File: src/rtl/fft_stream_ctrl.sv
// ---------------------------------------------------------------------------
// fft_stream_ctrl
//
// Frame sequencer sitting between a valid/ready sample source and a
// free-running N-point streaming FFT pipeline that has no stall input.
// Frames are only started on the pipeline's phase 0, so every frame lands
// exactly on one transform block. Source samples that are missing inside a
// frame are replaced by zero and the frame is flagged. Pipeline outputs are
// tagged with valid / natural-order bin index / last / error, and the module
// keeps frame and underrun counters.
//
// Ports
//   clk, rst_n           clock, synchronous active-low reset (shared with FFT)
//   en                   allow new frames to start
//   s_valid, s_ready     source handshake (accept on s_valid && s_ready)
//   s_r, s_i             signed source sample
//   fft_x_r, fft_x_i     pipeline input (combinational, zero when not feeding)
//   fft_X_r, fft_X_i     pipeline output
//   m_valid              output bin valid (no backpressure)
//   m_r, m_i             registered pipeline output
//   m_index              natural-order bin number of the current output
//   m_last               final bin of a frame
//   m_err                frame contained zero-filled samples
//   busy                 frame being fed or still in flight
//   frame_cnt            completed output frames (wraps)
//   underrun_cnt         zero-filled samples (saturates at 255)
// ---------------------------------------------------------------------------
module fft_stream_ctrl #(
    parameter int N    = 8,
    parameter int LOGN = 3,
    parameter int DW   = 12,
    parameter int LAT  = 7
) (
    input  logic                 clk,
    input  logic                 rst_n,
    input  logic                 en,
    input  logic                 s_valid,
    output logic                 s_ready,
    input  logic signed [DW-1:0] s_r,
    input  logic signed [DW-1:0] s_i,
    output logic signed [DW-1:0] fft_x_r,
    output logic signed [DW-1:0] fft_x_i,
    input  logic signed [DW-1:0] fft_X_r,
    input  logic signed [DW-1:0] fft_X_i,
    output logic                 m_valid,
    output logic signed [DW-1:0] m_r,
    output logic signed [DW-1:0] m_i,
    output logic [LOGN-1:0]      m_index,
    output logic                 m_last,
    output logic                 m_err,
    output logic                 busy,
    output logic [15:0]          frame_cnt,
    output logic [7:0]           underrun_cnt
);

    localparam logic [LOGN-1:0] PH_LAST = LOGN'(N - 1);

    // The err hand-off below assumes a frame's flag is known by the time its
    // first bin leaves the pipeline and that at most two frames overlap.
    generate
        if ((LAT < N - 1) || (LAT > 2 * N - 2)) begin : g_bad_lat
            $error("fft_stream_ctrl: LAT must lie in [N-1, 2N-2]");
        end
        if ((1 << LOGN) != N) begin : g_bad_logn
            $error("fft_stream_ctrl: N must equal 2**LOGN");
        end
    endgenerate

    typedef enum logic {
        ST_IDLE = 1'b0,
        ST_RUN  = 1'b1
    } state_t;

    state_t          state_q, state_d;
    logic [LOGN-1:0] phase_q;
    logic            last_phase;
    logic            run;
    logic            frame_end;     // RUN cycle at phase N-1
    logic            starve;        // RUN cycle without a source sample
    logic            uf_q;          // underrun seen earlier in current frame
    logic            frame_err_now; // underrun flag including this cycle

    // -----------------------------------------------------------------------
    // Phase counter: mirrors the pipeline's internal stage counters, which
    // restart from the same reset.
    // -----------------------------------------------------------------------
    always_ff @(posedge clk) begin
        if (!rst_n) begin
            phase_q <= '0;
        end else begin
            phase_q <= phase_q + LOGN'(1);
        end
    end

    assign last_phase = (phase_q == PH_LAST);
    assign run        = (state_q == ST_RUN);

    // -----------------------------------------------------------------------
    // Frame FSM
    // -----------------------------------------------------------------------
    always_ff @(posedge clk) begin
        if (!rst_n) begin
            state_q <= ST_IDLE;
        end else begin
            state_q <= state_d;
        end
    end

    always_comb begin
        state_d   = state_q;
        s_ready   = 1'b0;
        fft_x_r   = '0;
        fft_x_i   = '0;
        frame_end = 1'b0;
        starve    = 1'b0;
        case (state_q)
            ST_IDLE: begin
                // Start one cycle early so the first sample hits phase 0.
                if (en && s_valid && last_phase) begin
                    state_d = ST_RUN;
                end
            end
            ST_RUN: begin
                s_ready = 1'b1;
                if (s_valid) begin
                    fft_x_r = s_r;
                    fft_x_i = s_i;
                end else begin
                    starve = 1'b1;
                end
                if (last_phase) begin
                    frame_end = 1'b1;
                    if (!(en && s_valid)) begin
                        state_d = ST_IDLE;
                    end
                end
            end
            default: state_d = ST_IDLE;
        endcase
    end

    always_ff @(posedge clk) begin
        if (!rst_n) begin
            uf_q <= 1'b0;
        end else if (frame_end) begin
            uf_q <= 1'b0;
        end else if (starve) begin
            uf_q <= 1'b1;
        end
    end

    assign frame_err_now = uf_q | starve;

    // -----------------------------------------------------------------------
    // Tag delay line: {active, phase} travels alongside the data through the
    // pipeline so the output side knows which beats belong to a frame.
    // -----------------------------------------------------------------------
    logic [LAT-1:0]  act_vec;
    logic            tag_act;
    logic [LOGN-1:0] tag_ph;
    logic [LOGN-1:0] tag_idx;
    logic            tag_last;

    generate
        for (genvar gi = 0; gi < LAT; gi++) begin : g_dl
            logic            act_q;
            logic [LOGN-1:0] ph_q;
            logic            act_in;
            logic [LOGN-1:0] ph_in;

            if (gi == 0) begin : g_head
                assign act_in = run;
                assign ph_in  = phase_q;
            end else begin : g_link
                assign act_in = g_dl[gi-1].act_q;
                assign ph_in  = g_dl[gi-1].ph_q;
            end

            always_ff @(posedge clk) begin
                if (!rst_n) begin
                    act_q <= 1'b0;
                    ph_q  <= '0;
                end else begin
                    act_q <= act_in;
                    ph_q  <= ph_in;
                end
            end

            assign act_vec[gi] = act_q;
        end

        // Pipeline emits bins in bit-reversed order.
        for (genvar gi = 0; gi < LOGN; gi++) begin : g_rev
            assign tag_idx[gi] = tag_ph[LOGN-1-gi];
        end
    endgenerate

    assign tag_act  = g_dl[LAT-1].act_q;
    assign tag_ph   = g_dl[LAT-1].ph_q;
    assign tag_last = tag_act && (tag_ph == PH_LAST);

    // -----------------------------------------------------------------------
    // Per-frame error flags. A frame's flag is pushed when its feed ends and
    // popped after its last bin. When LAT == N-1 the first bin leaves in the
    // very cycle the feed ends, so an empty queue bypasses the live flag.
    // -----------------------------------------------------------------------
    logic [1:0] err_fifo_q;
    logic       wr_ptr_q;
    logic       rd_ptr_q;
    logic [1:0] err_cnt_q;
    logic       err_out;

    always_ff @(posedge clk) begin
        if (!rst_n) begin
            err_fifo_q <= '0;
            wr_ptr_q   <= 1'b0;
            rd_ptr_q   <= 1'b0;
            err_cnt_q  <= '0;
        end else begin
            if (frame_end) begin
                err_fifo_q[wr_ptr_q] <= frame_err_now;
                wr_ptr_q             <= ~wr_ptr_q;
            end
            if (tag_last) begin
                rd_ptr_q <= ~rd_ptr_q;
            end
            case ({frame_end, tag_last})
                2'b10:   err_cnt_q <= err_cnt_q + 2'd1;
                2'b01:   err_cnt_q <= err_cnt_q - 2'd1;
                default: err_cnt_q <= err_cnt_q;
            endcase
        end
    end

    assign err_out = (err_cnt_q != 2'd0) ? err_fifo_q[rd_ptr_q] : frame_err_now;

    // -----------------------------------------------------------------------
    // Output registers and counters
    // -----------------------------------------------------------------------
    logic                 m_valid_q, m_last_q, m_err_q;
    logic signed [DW-1:0] m_r_q, m_i_q;
    logic [LOGN-1:0]      m_index_q;
    logic [15:0]          frame_cnt_q;
    logic [7:0]           underrun_cnt_q;

    always_ff @(posedge clk) begin
        if (!rst_n) begin
            m_valid_q      <= 1'b0;
            m_last_q       <= 1'b0;
            m_err_q        <= 1'b0;
            m_r_q          <= '0;
            m_i_q          <= '0;
            m_index_q      <= '0;
            frame_cnt_q    <= '0;
            underrun_cnt_q <= '0;
        end else begin
            m_valid_q <= tag_act;
            m_last_q  <= tag_last;
            m_err_q   <= tag_act && err_out;
            m_r_q     <= fft_X_r;
            m_i_q     <= fft_X_i;
            m_index_q <= tag_idx;
            if (tag_last) begin
                frame_cnt_q <= frame_cnt_q + 16'd1;
            end
            if (starve && (underrun_cnt_q != 8'hFF)) begin
                underrun_cnt_q <= underrun_cnt_q + 8'd1;
            end
        end
    end

    assign m_valid      = m_valid_q;
    assign m_last       = m_last_q;
    assign m_err        = m_err_q;
    assign m_r          = m_r_q;
    assign m_i          = m_i_q;
    assign m_index      = m_index_q;
    assign frame_cnt    = frame_cnt_q;
    assign underrun_cnt = underrun_cnt_q;
    assign busy         = run || (|act_vec);

endmodule

File: config.mk
export PLATFORM = sky130hd
export DESIGN_NAME = fft_stream_ctrl
export DESIGN_NICKNAME = d
export VERILOG_FILES = /design/src/rtl/fft_stream_ctrl.sv
export SDC_FILE = /design/constraint.sdc
export NUM_CORES = 1
export LEC_CHECK = 0
export BUFFER_PORTS_ARGS = -buffer_cell sky130_fd_sc_hd__buf_4
export CAP_MARGIN = 20
export CORE_MARGIN = 2
export CORE_UTILIZATION = 35
export CTS_CLUSTER_SIZE = 16
export DETAILED_ROUTE_END_ITERATION = 8
export HOLD_SLACK_MARGIN = 0.05
export SLEW_MARGIN = 20
export SYNTH_ARGS = -nofsm -noshare
export SYNTH_HDL_FRONTEND = slang
export SYNTH_SLANG_ARGS = --single-unit
File: constraint.sdc
create_clock -name clk -period 3.5 [get_ports clk]
set_clock_uncertainty 0.15 [all_clocks]
set_input_delay 0.175 -clock clk [delete_from_list [all_inputs] [get_ports clk]]
set_output_delay 0.175 -clock clk [all_outputs]
set_load 0.02 [all_outputs]
==> summary.txt, run 1 <==
Outcome
  – Status: complete, no violations

STA
  – Slew Viols, Final: 0
  – RSZ-0062 raised after global routing: false
  – Count of final setup violators: 0
  – Period utilization: 0.584
  – Fmax: 489 MHz
  – Fin. Hold Viols: 0
  – Final min period: 2.04 ns
  – Worst Tran Pin Value: 0.988 ns
  – Rel. slew slack: 0.340
  – Fin Setup TNS: 0 ns

Clock tree
  – Number of gates resized after CTS: 0
  – Post-CTS Setup Inserts: 0
  – Clk slew on worst S/H paths: 0.09 ns
  – H-Tree Depth: 3
  – CTS root buffer: clkbuf_8
  – Total CTS buffers: 9
  – Clock Path Buffers: 2
  – CTS tree: built
  – Clock Sinks: 93
  – Worst-Skew Late Latency: around 0.34 ns

Worst hold path
  – Hold path cells: 3
  – HP Class: in -> reg

Floorplanning
  – Die X: 100 um
  – Core box area: 9110 um2
  – Starting Density: 0.357
  – Die Span Y: 100 um
  – Die area: between 10000 and 15000 um2
  – Io pins: 132
  – Site row count: 35

GRT
  – All-layer global routing usage: 0.141
  – First-pass GRT wire length: 11500 um
  – Largest net degree at the start of global routing: 63
  – Vias in the first global route: 2669
  – Initial antenna violation count: 0
  – Grt ovf: 0

Job
  – Max Cap Violations: 0

Setup path
  – Crit end category: flip-flop
  – Arr. time, crit path: about 2.2 ns
  – Crit-path max FO: 7
  – Critical path required time: 3.61 ns
  – R2R cell count: 5
  – Startpoint types: flip-flop
  – Setup Crit Path Kind: reg -> reg

Yosys
  – Area leader, netlist: dfxtp_1
  – Top-count cell post-synth: dfxtp_1
  – Ys Warns: 0
  – Post-synth top area share: 0.573
  – EDFF count, synth: 0
  – Top cells by count, synth: dfxtp_1, and2_1, and3_1, nor2_1, a21oi_1
  – Async set-reset flop share out of synthesis: 0
  – FF+latch count, synth: 93
  – Synth Flop Type: dfxtp_1
  – Cell count after synthesis: 322
  – Register area share after synthesis: 0.573
  – Cell variety after synth: 35
  – Cell area after synthesis: 3250 um2
  – Largest cells by area after synthesis: dfxtp_1, and2_1, and3_1
  – Syn avg cell area: 10.1 um2
  – Syn_nets: 379

Place
  – Placed Instance Area: roughly 4300 um2
  – GPL Wtd Cong: ~0.76
  – PortBufs: 131
  – Final HPWL DP: 4870 um

Detailed routing
  – Avg WL per Cell: 11.7 um
  – Final WL: 6910 um
  – Vias/cell: 4.65
  – DRT iter0 DRCs: 68
  – DRT Pass-1 Iters: 4
  – DRC violations left: 0
  – Antenna viol nets, final: 0
  – Vias: 2744

Power and ir drop
  – Leakage power: ~2.2 nW
  – PD cells: between 400 and 500 nW/um2
  – Maximum vdd drop: 218 uV

Layout
  – Cell area after layout: between 4000 and 5000 um2
  – Ant diodes: 0
  – Fillers: 858
  – Area grow syn2layout: 46.3%
  – Nets: 531
  – Layout cells sized above 1: 0.313
[critical path, cell delays in order, from the launching register on]
cell	delay, ns
dfxtp_1	0.40
ha_1	0.22
nand2_1	0.07
or4_1	0.59
or3_1	0.38
a21oi_1	0.14
[metrics by stage]
stage / hold slack (ns) / util / std cells / worst slack, ns / power, mW
3_5_place_dp: 0.236 / 0.473 / 549 / 1.48 / 1.23
5_1_grt: 0.0577 / 0.522 / 590 / 1.28 / 2.02
2_1_floorplan: 0.152 / - / 322 / 1.45 / 1.16
4_1_cts: 0.0528 / 0.522 / 590 / 1.44 / 1.97
3_3_place_gp: 0.233 / 0.473 / 549 / 1.54 / 1.22
6_report: 0.0724 / 0.522 / 590 / 1.46 / 1.93
[worst paths after layout]
kind	start	to	slack, ns
max	frame_cnt[0]	frame_cnt[14]	1.46
min	s_valid	flip-flop	0.07
max reg2reg	frame_cnt[0]	frame_cnt[14]	1.46
min reg2reg	g_dl[2].ph_q[0]	g_dl[3].ph_q[0]	0.29
[state kept, by name (all words and copies together) (netlist names), 3 cells and up, named ones only]
name / flops
g_dl.ph_q: 21
frame_cnt: 16
m_i: 12
m_r: 12
underrun_cnt: 8
g_dl.act_q: 7
g_dl.ph_in: 3
m_index: 3
[final cells by class]
cell class / count / area, um2 / share of cell area
Clock buffer: 12 / 145 / 0.0305
Sequential cell: 93 / 1860 / 0.391
Inverter: 5 / 18.8 / 0.00394
Clock inverter: 4 / 55.1 / 0.0116
Tap cell: 111 / 139 / 0.0292
Timing Repair Buffer: 157 / 1240 / 0.261
Multi-Input combinational cell: 208 / 1300 / 0.273
[layer usage]
metal	share of wire	GRT usage	up-vias	wire length, um
li1	-	-	1393	-
met1	0.43	0.155	1252	2950
met2	0.51	0.257	89	3530
met3	0.048	0.0348	10	334
met4	0.015	0.0558	0	104
met5	0	0	-	0
[placed cells by master (no fill, tap or decap), drive strengths merged, types with 2 or more instances in the layout]
master and n:
a21oi 14, and2 58, and3 26, buf 132, clkbuf 12, clkinv 2
dfxtp 93, dlygate4sd3 25, ha 5, inv 5, mux2i 4, nand2 11
nand3 9, nand4 7, nor2 18, nor3 4, nor4 2, o21a 2
o21ai 12, o311a 2, o31ai 2, or3 10, or4 4, xnor2 7
xor2 6
[power breakdown]
part	switching, mW	leakage (nW)	total, mW	internal (mW)
registers	0.00604	0.757	1.08	1.08
logic	0.0564	1.36	0.139	0.0827
clock network	0.355	0.0972	0.709	0.354
total	0.417	2.21	1.93	1.52
[logic make-up (layout without fill, tap and decap cells)]
logic type	after synthesis	count (layout)	synth area share
and+or+nand+nor	153	153	0.275
DFF	93	93	0.573
AOI/OAI and AO/OA	33	33	0.0577
buffers and inverters	21	178	0.0285
xor gates and xnor gates	13	13	0.0350
adders and majority gates	5	5	0.0192
muxes	4	4	0.0123
[repair_timing]
action | CTS | global route
hold buffers | 25 | 0
setup endpoints to repair | 0 | 0
hold endpoints to repair | 25 | 0
(Power assumes the default switching activity.)
==> run 2: changes to the inputs <==
Clock period 3.5 ns to 1.9 ns, I/O delays scaled along.
==> summary.txt, run 2 (synthesis results as in run 1) <==
Layout
  – Area grow syn2layout: 51.2% (was 46.3%)
  – Ant diodes: 0 (unchanged)
  – Nets: 547 (was 531)
  – Most frequent cells in the layout: buf_4, dfxtp_1, and2_1 (unchanged)
  – Max reg flops: 21 (unchanged)
  – Cell area after layout: 4920 um2 (was 4760 um2)
  – Largest register by flop count: g_dl.ph_q (unchanged)
  – Commonest non-fill, non-tap cell in the layout: buf_4 (unchanged)
  – Layout cells sized above 1: 0.366 (was 0.313)

Place
  – Final HPWL DP: 4840 um (was 4870 um)
  – Placed Instance Area: 4440 um2 (was 4310 um2)
  – GPL Wtd Cong: 0.752 (was 0.760)
  – PortBufs: 131 (unchanged)

Clock tree
  – Clk slew on worst S/H paths: 0.09 ns (about the same)
  – Clock Sinks: 93 (unchanged)
  – Total CTS buffers: 9 (unchanged)
  – Worst-Skew Late Latency: 0.35 ns (was 0.34 ns)
  – CTS tree: built (unchanged)
  – H-Tree Depth: 3 (unchanged)
  – Clock Path Buffers: 2 (unchanged)
  – CTS root buffer: clkbuf_8 (unchanged)

Setup path
  – Crit-path max FO: 7 (unchanged)
  – CP max stage delay: 0.58 ns (was 0.59 ns)
  – Worst path depth: 5 (unchanged)
  – Arr. time, crit path: 1.97 ns (was 2.16 ns)
  – Startpoint types: flip-flop (unchanged)
  – Critical path required time: 2.04 ns (was 3.61 ns)
  – R2R cell count: 5 (unchanged)
  – Setup Crit Path Kind: reg -> reg (unchanged)
  – Buffers and inverters on the worst path: 0 (unchanged)
  – Crit end category: flip-flop (unchanged)
  – R2R setup slack: 0.07 ns (was 1.46 ns)
  – CP Cell Sequence: ha_4 -> nand2_4 -> or4_4 -> or3_4 -> a21oi_2 (was ha_1 -> nand2_1 -> or4_1 -> or3_1 -> a21oi_1)
  – Critical path's top delay family: simple AND/OR/NAND/NOR gates (unchanged)
  – CP max stage cell: or4_4 (was or4_1)

Floorplanning
  – Die X: 100 um (unchanged)
  – Die area: 10100 um2 (unchanged)
  – Die Span Y: 100 um (unchanged)
  – Starting Density: 0.357 (unchanged)
  – Io pins: 132 (unchanged)
  – Site row count: 35 (unchanged)
  – Core box area: 9110 um2 (unchanged)

GRT
  – All-layer global routing usage: 0.140 (was 0.141)
  – Initial antenna violation count: 0 (unchanged)
  – Largest net degree at the start of global routing: 63 (unchanged)
  – Grt ovf: 0 (unchanged)
  – First-pass GRT wire length: 11400 um (was 11500 um)
  – Vias in the first global route: 2678 (was 2669)

STA
  – Rel. slew slack: 0.717 (was 0.340)
  – Slew Viols, Final: 0 (unchanged)
  – Fin. Hold Viols: 0 (unchanged)
  – Worst Hold Margin: 0.0595 ns (was 0.0724 ns)
  – Fmax: 548 MHz (was 489 MHz)
  – Period utilization: 0.961 (was 0.584)
  – RSZ-0062 raised after global routing: true (was false)
  – Fin Setup TNS: 0 ns (unchanged)
  – Final min period: 1.83 ns (was 2.04 ns)
  – Count of final setup violators: 0 (unchanged)
  – Worst Tran Pin Value: 0.425 ns (was 0.988 ns)

Detailed routing
  – Final WL: 7060 um (was 6910 um)
  – Vias: 2806 (was 2744)
  – DRT Pass-1 Iters: 4 (unchanged)
  – DRT iter0 DRCs: 81 (was 68)
  – Avg WL per Cell: 11.7 um (about the same)
  – DRC violations left: 0 (unchanged)
  – Vias/cell: 4.63 (was 4.65)
  – Antenna viol nets, final: 0 (unchanged)

Power and ir drop
  – Internal Power: 2.62 mW (was 1.52 mW)
  – Total power draw: 3.42 mW (was 1.93 mW)
  – PD cells: 695 nW/um2 (was 406 nW/um2)
  – Sw Share: 0.233 (was 0.216)
  – Seq pwr share: 0.584 (was 0.561)
  – Switch Pwr: 796 uW (was 417 uW)
  – Leakage power: 2.31 nW (was 2.21 nW)
  – Combinational share of power: 0.076 (was 0.072)
  – Part of the power in the clock network: 0.340 (was 0.367)
  – Maximum vdd drop: 396 uV (was 218 uV)

Job
  – Max Cap Violations: 0 (unchanged)

Worst hold path
  – HP Class: in -> reg (unchanged)
  – Hold path cells: 2 (was 3)

Outcome
  – Status: complete, no violations (unchanged)
[run 2: power groups by stage]
stage	logic [mW]	clock network (mW)	registers (mW)
floorplan	0.0530	0	2.08
global placement	0.216	0	2.04
detailed placement	0.220	0	2.04
CTS	0.262	1.23	2.00
global route	0.280	1.31	2.00
finish	0.260	1.16	2.00
[run 2: what timing repair did]
| item | CTS | global route |
|---|---|---|
| resized for setup | 2 | 7 |
| cloned | 0 | 0 |
| hold endpoints to repair | 25 | 0 |
| setup endpoints to repair | 4 | 4 |
| hold buffers | 26 | 0 |
| pin swaps | 0 | 7 |
| setup buffers | 0 | 1 |
[run 2: path summary, 6_finish.rpt]
path	from	endpoint
setup reg to reg	frame_cnt[0]	frame_cnt[12]
hold / removal	rst_n	underrun_cnt[6]
setup / recovery	frame_cnt[0]	frame_cnt[12]
hold reg to reg	g_dl[0].ph_q[1]	g_dl[1].ph_q[1]
[run 2: stage by stage]
stage	setup slack (ns)	instances	util
4_1_cts	0.0384	605	0.536
5_1_grt	-0.00562	606	0.540
6_report	0.0737	606	0.540
3_5_place_dp	-0.0351	563	0.487
2_1_floorplan	0.0148	322	-
3_3_place_gp	0.0150	563	0.487
[run 2: area by class of cell]
| cell class | instances | area (um2) |
|---|---|---|
| repair buffers | 173 | 1360 |
| fillers | 853 | 4190 |
| clock inverters | 7 | 51.3 |
| clock buffers | 9 | 124 |
| inverters | 5 | 18.8 |
| flip-flops and latches | 93 | 1870 |
| multi-input cells | 208 | 1350 |
| well taps | 111 | 139 |
[run 2: per-layer routing]
metal  wire [um]  up-vias  global-route usage  part of all wire
met4         126        0              0.0548             0.018
met1        2990     1281               0.155              0.42
li1            -     1421                   -                 -
met5           0        -                   0                 0
met2        3530       94               0.256              0.50
met3         418       10              0.0355             0.059
[run 2: worst reg2reg max path: stages, from the launching register on]
cell and delay (ns):
dfxtp_4 0.37, ha_4 0.15, nand2_4 0.05, or4_4 0.58, or3_4 0.35, a21oi_2 0.11
